===== config.mk =====
export PLATFORM = sky130hd
export DESIGN_NAME = program_memory_loader
export DESIGN_NICKNAME = d
export VERILOG_FILES = /design/src/rtl/program_memory_loader.sv
export SDC_FILE = /design/constraint.sdc
export NUM_CORES = 1
export LEC_CHECK = 0
export CAP_MARGIN = 10
export CORE_ASPECT_RATIO = 1.4
export CORE_UTILIZATION = 45
export DETAILED_ROUTE_END_ITERATION = 8
export GPL_TIMING_DRIVEN = 0
export HOLD_SLACK_MARGIN = 0.02
export PLACE_DENSITY = 0.67
export RECOVER_POWER = 50
export SLEW_MARGIN = 25
export SYNTH_ARGS = -nofsm -noshare
export SYNTH_HDL_FRONTEND = slang
export SYNTH_SLANG_ARGS = --single-unit

===== constraint.sdc =====
create_clock -name clk -period 7.17 [get_ports clk]
set_input_delay 0.717 -clock clk [delete_from_list [all_inputs] [get_ports clk]]
set_output_delay 0.717 -clock clk [all_outputs]
set_load 0.02 [all_outputs]

===== src/rtl/program_memory_loader.sv =====
// Program memory writer: packs a valid/ready byte stream into little-endian 32-bit words
// written from BASE_ADDRESS upward. Optional trailing checksum byte: PROGRAM_LOADER_CHECKSUM_EN.
module program_memory_loader #(
  parameter int unsigned           MEMORY_DEPTH = 32,
  parameter int unsigned           DATA_WIDTH   = 32,
  parameter logic [DATA_WIDTH-1:0] BASE_ADDRESS = 32'h00400000
) (
  input  logic                  clk,
  input  logic                  reset,
  input  logic                  Start,
  input  logic [DATA_WIDTH-1:0] Word_Count,
  input  logic [7:0]            Byte_In,
  input  logic                  Byte_Valid,
  output logic                  Byte_Ready,
  output logic                  Write_Enable,
  output logic [DATA_WIDTH-1:0] Write_Address,
  output logic [DATA_WIDTH-1:0] Write_Data,
  output logic                  Busy,
  output logic                  Done,
  output logic                  Error
);

  typedef enum logic [2:0] {
    IDLE,
    RECV,
    WRITE,
`ifdef PROGRAM_LOADER_CHECKSUM_EN
    CHECK,
`endif
    DONE
  } state_t;

  localparam logic [DATA_WIDTH-1:0] DEPTH_W = DATA_WIDTH'(MEMORY_DEPTH);

  state_t                state_q, state_d;
  logic [1:0]            byte_idx;
  logic [DATA_WIDTH-1:0] word_cnt;
  logic [DATA_WIDTH-1:0] count_q;
  logic                  byte_acc;
  logic                  start_ok;
  logic                  count_zero;
  logic                  count_over;
  logic                  last_word;
`ifdef PROGRAM_LOADER_CHECKSUM_EN
  logic [7:0]            checksum;
`endif

  assign byte_acc   = Byte_Valid && Byte_Ready;
  assign start_ok   = Start && (state_q == IDLE || state_q == DONE);
  assign count_zero = (Word_Count == '0);
  assign count_over = (Word_Count > DEPTH_W);
  assign last_word  = ((word_cnt + DATA_WIDTH'(1)) == count_q);

  always_ff @(posedge clk or posedge reset) begin
    if (reset) state_q <= IDLE;
    else       state_q <= state_d;
  end

  always_comb begin
    state_d      = state_q;
    Byte_Ready   = 1'b0;
    Write_Enable = 1'b0;
    Busy         = 1'b0;
    Done         = 1'b0;
    case (state_q)
      IDLE, DONE: begin
        Done = (state_q == DONE);
        if (Start) state_d = (count_zero || count_over) ? DONE : RECV;
      end
      RECV: begin
        Byte_Ready = 1'b1;
        Busy       = 1'b1;
        if (byte_acc && byte_idx == 2'd3) state_d = WRITE;
      end
      WRITE: begin
        Write_Enable = 1'b1;
        Busy         = 1'b1;
`ifdef PROGRAM_LOADER_CHECKSUM_EN
        state_d = last_word ? CHECK : RECV;
`else
        state_d = last_word ? DONE : RECV;
`endif
      end
`ifdef PROGRAM_LOADER_CHECKSUM_EN
      CHECK: begin
        Byte_Ready = 1'b1;
        Busy       = 1'b1;
        if (byte_acc) state_d = DONE;
      end
`endif
      default: state_d = IDLE;
    endcase
  end

  always_ff @(posedge clk or posedge reset) begin
    if (reset) begin
      Write_Address <= BASE_ADDRESS;
      Write_Data    <= '0;
      byte_idx      <= '0;
      word_cnt      <= '0;
      count_q       <= '0;
      Error         <= 1'b0;
`ifdef PROGRAM_LOADER_CHECKSUM_EN
      checksum      <= '0;
`endif
    end else begin
      if (start_ok) begin
        // Rejected counts only update Error; the datapath keeps its previous contents.
        if (count_zero) begin
          Error <= 1'b0;
        end else if (count_over) begin
          Error <= 1'b1;
        end else begin
          count_q       <= Word_Count;
          Error         <= 1'b0;
          Write_Address <= BASE_ADDRESS;
          word_cnt      <= '0;
          byte_idx      <= '0;
`ifdef PROGRAM_LOADER_CHECKSUM_EN
          checksum      <= '0;
`endif
        end
      end
      if (state_q == RECV && byte_acc) begin
        Write_Data[{byte_idx, 3'b000} +: 8] <= Byte_In;
        byte_idx                            <= byte_idx + 2'd1;
`ifdef PROGRAM_LOADER_CHECKSUM_EN
        checksum                            <= checksum + Byte_In;
`endif
      end
      if (state_q == WRITE) begin
        Write_Address <= Write_Address + DATA_WIDTH'(4);
        word_cnt      <= word_cnt + DATA_WIDTH'(1);
      end
`ifdef PROGRAM_LOADER_CHECKSUM_EN
      if (state_q == CHECK && byte_acc) Error <= (Byte_In != checksum);
`endif
    end
  end

endmodule


==> results.toml, run 1 <==
[route]
vias = 5927
antenna_left = 0
wire_per_inst_um = 18.2
drc_errors = 0
drtPass1Iterations = 5
finalWirelength_um = 18700
via_per_inst = 5.75
drt_iter0_drc = 390

[logic_synthesis]
ys_types = 53
synthSimpleGateAreaFrac = 0.206
synth_top_area_frac = 0.479
synth_compound_area_frac = 0.161
syn_area_sq_um = 6790
ys_warn_count = 0
synth_top_area_cell = "dfrtp_1"
ys_seq_elements = 131
synth_area_per_cell_sq_um = 9.74
synth.area.top_cells = "dfrtp_1 (48%), a22o_1 (4.1%), nand2_1 (3.7%)"
synth_cells = 697
async_flop_share = 1.00
synthMuxAreaShare = 0.0378
synth_xor_area_frac = 0.0542
synth.yosys.seq_area_share = 0.483
synth_top_family_by_area = "simple AND/OR/NAND/NOR gates"
synthAdderAreaFrac = 0.0203
synthFlopType = "dfrtp_1"
synth_edf_count = 0

[setup_path]
cp_top_family = "buffers and inverters"
worst-path-buf-inv = 4
required_ns = 7.46
critPathMaxStageDelay_ns = 0.54
end_kind = "flip-flop"
cp-start-kind = "input port"
crit_type = "input port to flip-flop"
path_cells = "dlygate4sd3_1, nor4_1, nand3_1, a211oi_1, and4_1, clkbuf_1, nor2_1, buf_2, clkbuf_1, o21ai_0, o21ai_0"
cp_max_fo = 10
slowest_stage = "dlygate4sd3_1"
arrival_ns = 3.60

[clock_network]
cts_buffer_depth = 2
clock_latency_ns = 0.42
ctsResizeCount = 0
cts_tree = "built"
cts_setup_buffers = 0
numCtsBuffers = 17
cts_sinks = 131
htree_levels = 4
cts_root_buf = "clkbuf_16"
cts_hold_buf = 0
clk_pin_slew_ns = 0.06

[global_routing]
grt_usage = 0.251
grt_pass1_vias = 5970
antenna_found_initial = 0
grt_max_degree = 78
grt_overflow = 0
grt_pass1_wl_um = 30600

[sta]
hold_viol = 0
worst_slack_ns = 3.86
post-route-period-util = 0.462
period_needed_ns = 3.31
setup_violations = 0
slew_viol_final = 55
slew_headroom = -0.673
rsz0062_at_grt = "false"
skew_ns = 0.0106
whs_ns = 0.487
fin_setup_tns_ns = 0
fmax_mhz = 302
worst_pin_slew_ns = 2.50

[place]
dp.cells = 999
dpl-instance-area_sq_um = 8200
place_ws_ns = 3.50
io_buffer_count = 110
gp_congestion = 0.865
dp_hpwl_um = 13500

[power]
power_density_nw_per_um2 = 326
power_leakage_nw = 4.00
power_mw = 2.90
clock_power_share = 0.346
p_int_mw = 1.93
power_frac_seq = 0.335
combPwrFrac = 0.319
p_switching_mw = 0.966
swShare = 0.334
irDropWorstVdd_v = 0.000172

[floorplan]
dieHeight_um = 147
row_count = 52
num_io_pins = 113
dieArea_sq_um = 15600
start_util = 0.466
dieWidth_um = 106
core-area_sq_um = 14600

[status]
violations = "max-capacitance violations, max-slew violations"
outcome = "finished, violations left"

[cells_and_area]
nets = 884
finish.utilization = 0.609
finalNonFillerCells = 1031
area_delta_synth_final_pct = 30.6
antenna_cells = 0
nFillCells = 1260
drive_above_1_share = 0.0867
stdcell_area_sq_um = 8870

[flow_run]
cap_violations = 1

[hold_path]
hp-class = "flip-flop to flip-flop"
==> final timing paths <==
path / start / to / slack (ns) / cells past startpoint
worst min register to register: Write_Address[31] / Write_Address[31] / 0.49 / 1
worst max-delay path: Word_Count[9] / Write_Address[6] / 3.86 / 11
max in group asynchronous: reset / Write_Address[22] / 4.54 / 3
min in group asynchronous: reset / Write_Data[2] / 1.45 / 2
worst max register to register: word_cnt[0] / state_q[1] / 4.02 / 9
worst min-delay path: Write_Address[31] / Write_Address[31] / 0.49 / 1
==> state kept, by name, indices dropped and copies added (netlist names) <==
signal	flops
count_q	32
state_q	2
Write_Address	30
byte_idx	2
word_cnt	32
Error	1
Write_Data	32
==> cell usage in the layout (no fill, tap or decap), types with 13 or more instances in the layout <==
cell type        instances
nor2_1                  38
dlygate4sd3_1           33
clkbuf_1                23
a21oi_1                 22
clkbuf_16               17
nand2_1                 67
inv_1                   16
nand4_1                 22
nor4_1                  13
o21ai_0                 50
buf_2                   18
a22o_1                  32
a31oi_1                 19
nor2b_1                 27
mux2i_1                 20
xnor2_1                 26
o31ai_1                 15
clkdlybuf4s50_1         77
and3_1                  14
xor2_1                  16
nand3_1                 29
dfrtp_1                130
==> worst register-to-register path: cells and delay by family, from the launching register on <==
family                   cells  cell delay [ns]
adder cells (fa/ha/maj)      1             0.19
AO/OA/AOI/OAI                2             0.38
buffers and inverters        1             0.21
AND/OR/NAND/NOR              5             1.83
flip-flops                   1             0.45
==> layer usage <==
metal	global-route usage	vias to the layer above	part of all wire
met5	0	-	0
met4	0.111	0	0.036
met3	0.0426	46	0.042
met2	0.445	178	0.52
met1	0.297	2888	0.40
li1	-	2815	-
==> power by group through the flow <==
stage	registers (mW)	clock network [mW]	logic [mW]
after CTS	0.975	1.01	0.956
after global routing	0.991	1.05	0.994
after detailed placement	0.988	0	0.949
final	0.971	1.00	0.924
after floorplan	1.08	0	0.420
after global placement	0.978	0	0.919
==> layout make-up <==
cell class,count,area [sq um],area share
Multi-Input combinational cell,507,3280,0.370
Sequential cell,131,3280,0.370
Timing Repair Buffer,112,1130,0.128
Clock buffer,19,453,0.0511
Tap cell,189,236,0.0267
Clock inverter,13,228,0.0257
Buffer,43,194,0.0219
Inverter,17,65.1,0.00734
==> Yosys cell counts (3+ instances only) <==
cell type  number
dfrtp_1       130
nand2_1        67
o21ai_0        50
nor2_1         38
a22o_1         32
nand3_1        29
nor2b_1        27
xnor2_1        26
clkbuf_1       23
a21oi_1        22
nand4_1        22
mux2i_1        20
a31oi_1        19
buf_2          17
inv_1          17
xor2_1         16
o31ai_1        15
and3_1         14
nor4_1         14
ha_1           11
nor3_1         10
o22ai_1         7
and4_1          6
or3_1           6
and2_1          5
mux2_2          5
or4_1           5
o211ai_1        4
o41ai_1         4
a22oi_1         3
buf_4           3
nand2b_1        3
nor3b_1         3
nor4b_1         3
==> cell families after synthesis <==
group	after synthesis
simple gates	262
compound gates	165
flops	131
buf+inv	60
xor+xnor	42
mux	25
fa+ha+maj	11
other cells	1
No activity file was read; power rests on OpenSTA's default activity.
==> run 2, diff against run 1 <==
clock period = 3.1 ns   (was 7.17 ns; I/O delays follow)
==> run 2 against run 1 <==
The flow now finishes without violations. Sequential share of layout area is 0.14 points lower. Count of clock-buffer cells in the layout is 1 higher. Hold slack worse by 0.065 ns. Non-clock buffer count is 4 higher. Power is 130% higher. Flip-flop and latch count stayed put. Global-route usage is 0.82 points higher. Setup slack worse by 3.7 ns. Final area is 0.41% higher. Critical endpoint is now state_q[1]. Largest cell class unchanged.
==> results.toml, run 2 (synthesis gave the netlist of run 1 again) <==
[setup_path]
regToRegEndpoint = "state_q[1]"
end_kind = "flip-flop"
cp_top_family = "simple AND/OR/NAND/NOR gates"
required_ns = 3.43
cp_max_fo = 8
crit_type = "flip-flop to flip-flop"
slowest_stage = "or4_1"
cp-start-kind = "flip-flop"
critPathMaxStageDelay_ns = 0.54
reg2reg_depth = 10
r2r_setup_slack_ns = 0.18
path_cells = "ha_1, buf_2, nand4_4, or4_1, buf_2, or4_1, a21oi_1, or3_1, o211ai_2, o31ai_2"
worst-path-buf-inv = 2
arrival_ns = 3.25
cp_num_cells = 10
crit-reg2reg-launch = "word_cnt[0]"

[power]
power_density_nw_per_um2 = 761
p_switching_mw = 2.29
combPwrFrac = 0.320
clock_power_share = 0.347
swShare = 0.338
p_int_mw = 4.49
power_mw = 6.78
power_leakage_nw = 4.02
irDropWorstVdd_v = 0.000439
power_frac_seq = 0.333

[global_routing]
grt_usage = 0.260
grt_overflow = 0
grt_pass1_vias = 6158
grt_max_degree = 33
grt_pass1_wl_um = 31500
antenna_found_initial = 0

[cells_and_area]
nFillCells = 1236
antenna_cells = 0
area_delta_synth_final_pct = 31.2
final_cell_mix = "dfrtp_1 (129), clkdlybuf4s50_1 (78), nand2_1 (67)"
nets = 888
finish.utilization = 0.611
drive_above_1_share = 0.0910
register_area_sq_um = 3280
final_common_cell = "dfrtp_1"
multiInputGateArea_sq_um = 3300
top_regs = "Write_Data x32, count_q x32, word_cnt x32"

[floorplan]
dieArea_sq_um = 15600
row_count = 52
num_io_pins = 113
dieWidth_um = 106
start_util = 0.466
core-area_sq_um = 14600
dieHeight_um = 147

[route]
drc_errors = 0
drt_iter0_drc = 330
wire_per_inst_um = 18.5
drtPass1Iterations = 5
vias = 6065
finalWirelength_um = 19200
antenna_left = 0
via_per_inst = 5.86

[sta]
rsz0062_at_grt = "false"
period_needed_ns = 2.92
worst_pin_slew_ns = 1.26
setup_violations = 0
slew_viol_final = 0
post-route-period-util = 0.943
hold_viol = 0
fin_setup_tns_ns = 0
slew_headroom = 0.163
skew_ns = 0.0109
fmax_mhz = 342

[clock_network]
clk_pin_slew_ns = 0.06
cts_sinks = 131
cts_root_buf = "clkbuf_16"
cts_tree = "built"
htree_levels = 4
cts_buffer_depth = 2
clock_latency_ns = 0.42
numCtsBuffers = 17

[place]
gp_congestion = 0.878
io_buffer_count = 110
dp_hpwl_um = 14000

[flow_run]
cap_violations = 0

[hold_path]
hp-class = "input port to asynchronous set/reset pin"

[status]
outcome = "complete, no violations"
## run 2: worst max-delay path by stage
stage | start | to
finish | word_cnt[0] | state_q[1]
global route | Word_Count[0] | word_cnt[12]
detailed placement | Word_Count[0] | word_cnt[12]
global placement | Word_Count[0] | word_cnt[12]
CTS | word_cnt[0] | state_q[1]
floorplan | word_cnt[0] | state_q[1]
## run 2: cell type report
cell class              count  area share
repair buffers            116       0.128
flip-flops and latches    131       0.368
multi-input cells         507       0.370
clock buffers              20      0.0524
inverters                  17     0.00731
plain buffers              43      0.0219
clock inverters            12      0.0251
well taps                 189      0.0266
## run 2: layer usage
metal / share of wire / routed length, um / vias to the layer above / track usage
met5: 0 / 0 / - / 0
li1: - / - / 2832 / -
met2: 0.52 / 9940 / 218 / 0.451
met1: 0.40 / 7710 / 2965 / 0.308
met4: 0.036 / 699 / 0 / 0.135
met3: 0.044 / 848 / 50 / 0.0413
## run 2: metrics by stage
stage          std cells  cell area [sq um]  setup slack (ns)  hold WS (ns)
2_1_floorplan        698               6800             0.494         0.414
3_3_place_gp         997               8130            -0.119         0.460
3_5_place_dp        1003               8290            -0.204         0.476
4_1_cts             1035               8990            0.0543         0.291
5_1_grt             1035               8910            0.0299         0.459
6_report            1035               8910             0.178         0.423
## run 2: worst reg2reg max path, cell delays in order (launching register included)
cell,delay [ns]
dfrtp_2,0.44
ha_1,0.17
buf_2,0.20
nand4_4,0.16
or4_1,0.54
buf_2,0.19
or4_1,0.48
a21oi_1,0.14
or3_1,0.14
o211ai_2,0.13
o31ai_2,0.26
## run 2: power groups by stage
stage	logic (mW)	registers (mW)	clock network [mW]
after floorplan	0.971	2.51	0
after global placement	2.12	2.27	0
after detailed placement	2.22	2.29	0
after CTS	2.24	2.26	2.38
after global routing	2.32	2.30	2.45
final	2.17	2.26	2.35
## run 2: what timing repair did
action / in CTS / in global routing
gates resized for setup: 1 / 4
hold buffers: 0 / 0
endpoints found under the setup margin: 1 / 3
buffers inserted: 0 / 0
